## config.mk

```make
export PLATFORM = sky130hd
export DESIGN_NAME = yantra_mem_bridge
export DESIGN_NICKNAME = d
export VERILOG_FILES = /design/src/rtl/yantra_mem_bridge.sv
export SDC_FILE = /design/constraint.sdc
export NUM_CORES = 1
export LEC_CHECK = 0
export ABC_AREA = 0
export CAP_MARGIN = 30
export CORE_AREA = 2 2 147 149
export DETAILED_ROUTE_END_ITERATION = 12
export DIE_AREA = 0 0 149 151
export GPL_TIMING_DRIVEN = 0
export PLACE_DENSITY = 0.75
export SETUP_SLACK_MARGIN = 0.2
export SYNTH_ARGS = -nofsm -noshare
export SYNTH_HDL_FRONTEND = slang
export SYNTH_SLANG_ARGS = --single-unit
```

## constraint.sdc

```tcl
create_clock -name clk -period 5.1 [get_ports clk]
set_clock_uncertainty 0.2 [all_clocks]
set_input_delay 1.02 -clock clk [delete_from_list [all_inputs] [get_ports clk]]
set_output_delay 1.02 -clock clk [all_outputs]
set_load 0.01 [all_outputs]
```

## src/rtl/yantra_mem_bridge.sv

```systemverilog
// rtl/yantra_mem_bridge.sv - cache-miss request to HBM command/response bridge
// Optional response timeout is compiled in with YANTRA_MEM_TIMEOUT_EN.
module yantra_mem_bridge #(
  parameter int DATA_WIDTH     = 64,
  parameter int ADDR_WIDTH     = 32,
  parameter int TIMEOUT_CYCLES = 1024
) (
  input  logic                  clk,
  input  logic                  rst_n,
  input  logic                  cache_req,
  input  logic                  cache_we,
  input  logic [ADDR_WIDTH-1:0] cache_addr,
  input  logic [DATA_WIDTH-1:0] cache_wdata,
  output logic [DATA_WIDTH-1:0] cache_rdata,
  output logic                  cache_ready,
  output logic                  hbm_cmd_valid,
  input  logic                  hbm_cmd_ready,
  output logic                  hbm_cmd_we,
  output logic [ADDR_WIDTH-1:0] hbm_cmd_addr,
  output logic [DATA_WIDTH-1:0] hbm_cmd_wdata,
  input  logic                  hbm_rsp_valid,
  input  logic [DATA_WIDTH-1:0] hbm_rsp_data,
  input  logic                  hbm_rsp_err,
  input  logic                  err_clr,
  output logic                  err_sticky,
  output logic                  busy,
  output logic [15:0]           rd_count,
  output logic [15:0]           wr_count,
  output logic [7:0]            timeout_count
);

  typedef enum logic [2:0] {
    S_IDLE, S_ISSUE, S_WAIT_RSP, S_DONE, S_REARM
  } state_t;

  state_t                  state_q, state_d;
  logic                    we_q, we_d;
  logic [ADDR_WIDTH-1:0]   addr_q, addr_d;
  logic [DATA_WIDTH-1:0]   wdata_q, wdata_d;
  logic [DATA_WIDTH-1:0]   rdata_q, rdata_d;
  logic                    err_q, err_d;
  logic [15:0]             rd_cnt_q, rd_cnt_d;
  logic [15:0]             wr_cnt_q, wr_cnt_d;
  logic                    rsp_take;
  logic                    tmo_fire;
  logic                    tmo_done;
  logic [7:0]              tmo_total;
  logic                    unused_addr_lsbs;

  assign unused_addr_lsbs = ^addr_q[2:0];
  assign rsp_take = (state_q == S_WAIT_RSP) && hbm_rsp_valid;

`ifdef YANTRA_MEM_TIMEOUT_EN
  localparam int TW = $clog2(TIMEOUT_CYCLES + 1);

  logic [TW-1:0] tmo_cnt_q, tmo_cnt_d;
  logic          tmo_done_q, tmo_done_d;
  logic [7:0]    tmo_total_q, tmo_total_d;

  // A response in the final waiting cycle beats the timeout.
  assign tmo_fire = (state_q == S_WAIT_RSP) && !hbm_rsp_valid &&
                    (tmo_cnt_q == TW'(TIMEOUT_CYCLES - 1));

  always_comb begin
    tmo_cnt_d   = (state_q == S_WAIT_RSP) ? tmo_cnt_q + TW'(1) : '0;
    tmo_done_d  = (state_q == S_WAIT_RSP) ? tmo_fire : tmo_done_q;
    tmo_total_d = tmo_total_q;
    if (tmo_fire && tmo_total_q != 8'hFF) tmo_total_d = tmo_total_q + 8'd1;
  end

  always_ff @(posedge clk) begin
    if (!rst_n) begin
      tmo_cnt_q   <= '0;
      tmo_done_q  <= 1'b0;
      tmo_total_q <= 8'd0;
    end else begin
      tmo_cnt_q   <= tmo_cnt_d;
      tmo_done_q  <= tmo_done_d;
      tmo_total_q <= tmo_total_d;
    end
  end

  assign tmo_done  = tmo_done_q;
  assign tmo_total = tmo_total_q;
`else
  localparam int UNUSED_TIMEOUT_CYCLES = TIMEOUT_CYCLES;

  assign tmo_fire  = 1'b0;
  assign tmo_done  = 1'b0;
  assign tmo_total = 8'd0;
`endif

  always_ff @(posedge clk) begin
    if (!rst_n) state_q <= S_IDLE;
    else        state_q <= state_d;
  end

  always_comb begin
    state_d = state_q;
    case (state_q)
      S_IDLE:     if (cache_req) state_d = S_ISSUE;
      S_ISSUE:    if (hbm_cmd_ready) state_d = S_WAIT_RSP;
      S_WAIT_RSP: if (hbm_rsp_valid || tmo_fire) state_d = S_DONE;
      S_DONE:     state_d = S_REARM;
      // A request still held after completion must drop before re-arming.
      S_REARM:    if (!cache_req) state_d = S_IDLE;
      default:    state_d = S_IDLE;
    endcase
  end

  always_comb begin
    we_d     = we_q;
    addr_d   = addr_q;
    wdata_d  = wdata_q;
    rdata_d  = rdata_q;
    err_d    = err_q;
    rd_cnt_d = rd_cnt_q;
    wr_cnt_d = wr_cnt_q;
    if (state_q == S_IDLE && cache_req) begin
      we_d    = cache_we;
      addr_d  = cache_addr;
      wdata_d = cache_wdata;
    end
    if (rsp_take && !we_q) rdata_d = hbm_rsp_data;
    else if (tmo_fire)     rdata_d = '1;
    if (err_clr) err_d = 1'b0;
    if ((rsp_take && hbm_rsp_err) || tmo_fire) err_d = 1'b1;
    if (state_q == S_DONE && !tmo_done) begin
      if (we_q && wr_cnt_q != 16'hFFFF)  wr_cnt_d = wr_cnt_q + 16'd1;
      if (!we_q && rd_cnt_q != 16'hFFFF) rd_cnt_d = rd_cnt_q + 16'd1;
    end
  end

  always_ff @(posedge clk) begin
    if (!rst_n) begin
      we_q     <= 1'b0;
      addr_q   <= '0;
      wdata_q  <= '0;
      rdata_q  <= '0;
      err_q    <= 1'b0;
      rd_cnt_q <= 16'd0;
      wr_cnt_q <= 16'd0;
    end else begin
      we_q     <= we_d;
      addr_q   <= addr_d;
      wdata_q  <= wdata_d;
      rdata_q  <= rdata_d;
      err_q    <= err_d;
      rd_cnt_q <= rd_cnt_d;
      wr_cnt_q <= wr_cnt_d;
    end
  end

  always_comb begin
    hbm_cmd_valid = (state_q == S_ISSUE);
    cache_ready   = (state_q == S_DONE);
    busy          = (state_q != S_IDLE);
    hbm_cmd_we    = we_q;
    hbm_cmd_addr  = {addr_q[ADDR_WIDTH-1:3], 3'b000};
    hbm_cmd_wdata = wdata_q;
    cache_rdata   = rdata_q;
    err_sticky    = err_q;
    rd_count      = rd_cnt_q;
    wr_count      = wr_cnt_q;
    timeout_count = tmo_total;
  end

endmodule

```

Word level (Yosys, flattened, before mapping)

Cells that the tools add are included.

Bits in registers: 197
Bits of input ports: 168
Output and inout port bits: 205
Word-level logic and storage cells: 40

Add/subtract/negate cells: 2
Equality and inequality tests: 10
Multiplexer cells: 7
Reductions and logical operators: 13

Operator list:

| cell                  | count |
|---|---|
| $add 16x1->16 const B | 2 |
| $ne 16x16->1 const B  | 2 |
| $pmux 3 s5            | 1 |
| $mux 3                | 4 |
| $eq 3x2->1 const B    | 2 |
| $logic_and 1x1->1     | 6 |
| $ne 2x2->1 const B    | 3 |
| $reduce_and 2->1      | 2 |
| $reduce_and 4->1      | 1 |
| $eq 3x1->1 const B    | 1 |
| $eq 3x3->1 const B    | 1 |
| $logic_not 3->1       | 1 |
| $reduce_bool 3->1     | 1 |
| $mux 1                | 2 |
| $ne 2x1->1 const B    | 1 |
| $reduce_bool 2->1     | 1 |
| $logic_not 1->1       | 1 |

Longest topological paths before layout

Depth after elaboration: 4
Depth in mapped cells: 8

Least setup slack after synthesis

OpenSTA, ideal clock, no wires.

Path kind: input to register
From: input hbm_rsp_valid
To: register rdata_q[10], in the netlist cache_rdata[10]
Arrival time: 1926 ps
Data required time: 4830 ps
Path slack: 2904 ps
Stages on the path: 6
Path buffers: 2
Cell sequence: and4bb_2 nand2b_1 buf_2 clkbuf_1 nand2_1 a21oi_1

Longest elaborated chain between the ends: 2

Ends and longest elaborated chain:

| item                 | RTL line | RTL |
|---|---|---|
| start, declared      | 21       | `input logic hbm_rsp_valid,` |
| $logic_and 1x1->1    | 51       | `assign rsp_take = (state_q == S_WAIT_RSP) && hbm_rsp_valid;` |
| $logic_and 1x1->1    | 124      | `if (rsp_take && !we_q) rdata_d = hbm_rsp_data;` |
| end signal, assigned | 147      | `rdata_q <= rdata_d;` |
| end, declared        | 40       | `logic [DATA_WIDTH-1:0] rdata_q, rdata_d;` |

No other way between the ends.
A chain may end at the register's enable or synchronous reset.

Worst setup path after layout

From: register state_q[1]
To: output cache_ready

Longest elaborated chain between the ends: 1

Ends and longest elaborated chain:

| item                   | RTL line | RTL |
|---|---|---|
| start, declared        | 36       | `state_t state_q, state_d;` |
| start signal, assigned | 95       | `else state_q <= state_d;` |
| $eq 3x2->1             | 156      | `cache_ready = (state_q == S_DONE);` |
| end, declared          | 15       | `output logic cache_ready,` |

No other way between the ends.

==> Flow_metrics.wiki <==
{| class="wikitable"
! Metric !! Value
|-
| Outcome || completed
|-
| Dpl cell area || roughly 11,000 µm²
|-
| Element type at the critical path end || output pin
|-
| Via count || 7,697
|-
| Post-route standard cell area excluding fillers || approximately 12,000 µm²
|-
| Number of ports placed on the die boundary || approximately 370
|-
| Clock tree buffer depth || 2
|-
| Number of antenna violations at the first check in global routing || 0
|-
| Total length of routed wires || 25,500 µm
|-
| Family with the most delay on the worst path || buffers and inverters
|-
| DRT antenna net count || 0
|-
| Worst path buffer plus inverter count || 2
|-
| Max frequency || between 300 and 400 MHz
|-
| Total CTS buffers || 17
|-
| Starting utilization of the core area || 35.5%
|-
| Min cycle time layout || between 3 and 4 ns
|-
| Worst-path clk slew || about 0.07 ns
|-
| Delay of the slowest cell on the worst path || between 0.5 and 0.6 ns
|-
| Crit path DAT || 1.80 ns
|-
| Post-detailed-placement half-perimeter wirelength || about 19,000 µm
|-
| Transition time of the tightest slew-check pin || between 0.6 and 0.7 ns
|-
| Final setup violation count || 0
|-
| Horizontal die dimension || ~150 µm
|-
| Crit path depth || 3
|-
| Critical path class || flip-flop to output pin
|-
| Dpl ws || approximately 1.8 ns
|-
| Final standard cell count with taps included and fillers excluded || approximately 1.6k
|-
| Post-detailed-route via-to-cell ratio || approximately 4.8
|-
| Top_reg_cell synth || dfxtp_1
|-
| Total power per unit cell area || slightly below 300 nW/µm²
|-
| Master cell of the clock root buffer || clkbuf_16
|-
| Final period util || about three fifths
|-
| Number of enable flip-flop cells after synthesis || 0
|-
| Post-Route Setup TNS || 0 ns
|-
| Share of layout cells above drive strength 1 || 5.74%
|-
| Proportion of synthesized flip-flops having asynchronous set or reset || 0%
|-
| Overall Global Routing Usage || around 22%
|-
| Worst-case reg-to-reg path depth || 7
|-
| Startpoint types || flip-flop
|-
| Yosys cell types || between 40 and 50
|-
| Area growth from synthesis to layout || 61.8%
|-
| Top post-synthesis cells by area || dfxtp_1 53%, nand2_1 17%, a21oi_1 13%
|-
| Number of global-route vias before repair || a little over 7k
|-
| First-iteration detailed-routing DRC count || 321
|-
| Die ar. || 22,500 µm²
|-
| H-tree levels || 4
|-
| First-pass GRT wire length || about 38,000 µm
|-
| Instance count after placement with tap cells included || between 1.5k and 2k
|-
| Highest net fanout along the worst path || 10
|-
| Cell depth of the worst min-delay path || 2
|-
| Post-CTS sizing || 0
|-
| Residual DRC || 0
|-
| FF+latch count, synth || between 150 and 200
|-
| Maximum number of pins on one net before global-route repair || 18
|-
| Die Span Y || 151 µm
|-
| Class of the most critical hold timing path || flip-flop to flip-flop
|-
| Worst ir drop on vdd || between 0.2 and 0.25 mV
|-
| Number of detailed-routing iterations run before antenna repair || 4
|-
| Setup slack of the critical path after layout || around 2.1 ns
|-
| Leakage power total || approximately 0.0042 µW
|-
| Leading area contributor after synthesis || dfxtp_1
|-
| Setup repair after global routing missed its margin || no
|-
| Data required time of the critical path || around 3.9 ns
|-
| Global route overflow || 0
|-
| Final number of max-transition violations || 0
|-
| FP Rows || 53
|-
| Clock latency on the worst-skew pair || between 0.4 and 0.5 ns
|-
| Port Buffers || roughly 360
|-
| Cell area after technology mapping || roughly 7400 µm²
|-
| Avg WL per Cell || around 16 µm
|-
| Worst path slowest cell || clkdlybuf4s50_1
|-
| Total of hold buffers inserted after clock tree synthesis || 0
|-
| Synthesized area per cell || 8.00 µm²
|-
| Slew Limit Headroom || 54.6%
|-
| Fraction of post-synthesis cell area in the top cell type by area || around 53%
|-
| Post-synthesis cell count || 923
|-
| Number of warnings issued by yosys || 0
|-
| Sink count of the clock tree || between 150 and 200
|-
| TritonCTS clock tree || done
|-
| Ordered cell list for the critical path || buf_2 > and3b_1 > clkdlybuf4s50_1
|-
| Library cell with the highest instance count after synthesis || nand2_1
|-
| Final layout net count || roughly 1.5k
|-
| RD Place Congestion || 0.822
|-
| Cell types with the highest counts after synthesis || 330 x nand2_1, 194 x dfxtp_1, 187 x a21oi_1
|-
| Core area || between 20,000 and 25,000 µm²
|-
| # Post-CTS Setup Buffers || 0
|-
| Total of max-cap violations || 0
|-
| Part of the Yosys area used for sequential elements || 52.6%
|-
| Final Hold Violating Endpoints || 0
|-
| Total Power Consumption || 3510 µW
|}
-- cell usage in the layout (no fill, tap or decap), types with 3 or more instances in the layout --
cell,count
a21oi_1,187
and2_1,3
and4_1,5
buf_2,23
buf_4,14
buf_6,3
clkbuf_1,40
clkbuf_16,17
clkdlybuf4s50_1,358
conb_1,11
dfxtp_1,194
inv_1,5
inv_8,3
mux2i_1,4
nand2_1,330
nand2b_1,5
nand3_1,8
nand4_1,12
nor2_1,6
nor2b_1,3
nor3_1,3
nor4_1,3
o21ai_0,7
o21ai_1,5
o31ai_1,16
or3_1,10
or4_1,15
-- through the flow --
| stage | hold WS, ns | util [%] |
|---|---|---|
| 6_report | 0.254 | 57.4 |
| 2_1_floorplan | 0.281 | - |
| 3_5_place_dp | 0.245 | 54.5 |
| 5_1_grt | 0.266 | 57.4 |
| 3_3_place_gp | 0.240 | 54.5 |
| 4_1_cts | 0.255 | 57.4 |
-- report_power, final --
group          internal, µW  switching (µW)  leakage [µW]
Sequential             1580            32.9       0.00158
Clock                   751             623      0.000287
Combinational           282             237       0.00233
Total                  2610             893       0.00420
-- layout make-up --
type,instances,area [µm²]
multi-input combinational,656,3130
clock buffer,20,447
sequential,194,3880
timing repair buffer,358,3580
fill,1937,8870
inverter,5,18.8
buffer,78,397
tap,275,344
antenna,1,2.50
clock inverter,12,149
-- metal layers --
metal / wire length (µm) / up-vias / global-route usage (%)
met2: 12500 / 279 / 36.8
met1: 10200 / 3519 / 26.2
li1: - / 3862 / -
met3: 2200 / 37 / 7.89
met4: 625 / 0 / 6.71
met5: 0 / - / 0
-- path summary, 6_finish.rpt --
path               from     endpoint  slack, ns
max reg2reg  state_q[1]   addr_q[27]       2.75
min          addr_q[28]   addr_q[28]       0.25
max          state_q[1]  cache_ready       2.08
min reg2reg  addr_q[28]   addr_q[28]       0.25
-- tightest hold or removal path: cells and delay by family (launching register included) --
family / cells / cell delay, ns
compound gates: 1 / 0.05
flops: 1 / 0.31
simple gates: 1 / 0.05
-- cell families after synthesis --
kind of cell	Yosys count	synth area share, %
muxes	4	0.542
AOI/OAI and AO/OA	223	16.1
buffers and inverters	83	5.62
DFF	194	52.6
other	1	0.0508
and+or+nand+nor	415	24.6
adders and majority gates	2	0.339
xor gates and xnor gates	1	0.119
-- flip-flops by register name, summed over array words and instances, names as in the netlist --
register	count
wr_count	16
state_q	3
addr_q	29
cache_rdata	64
hbm_cmd_we	1
hbm_cmd_wdata	64
rd_count	16
err_sticky	1
No activity file was read; power rests on OpenSTA's default activity.
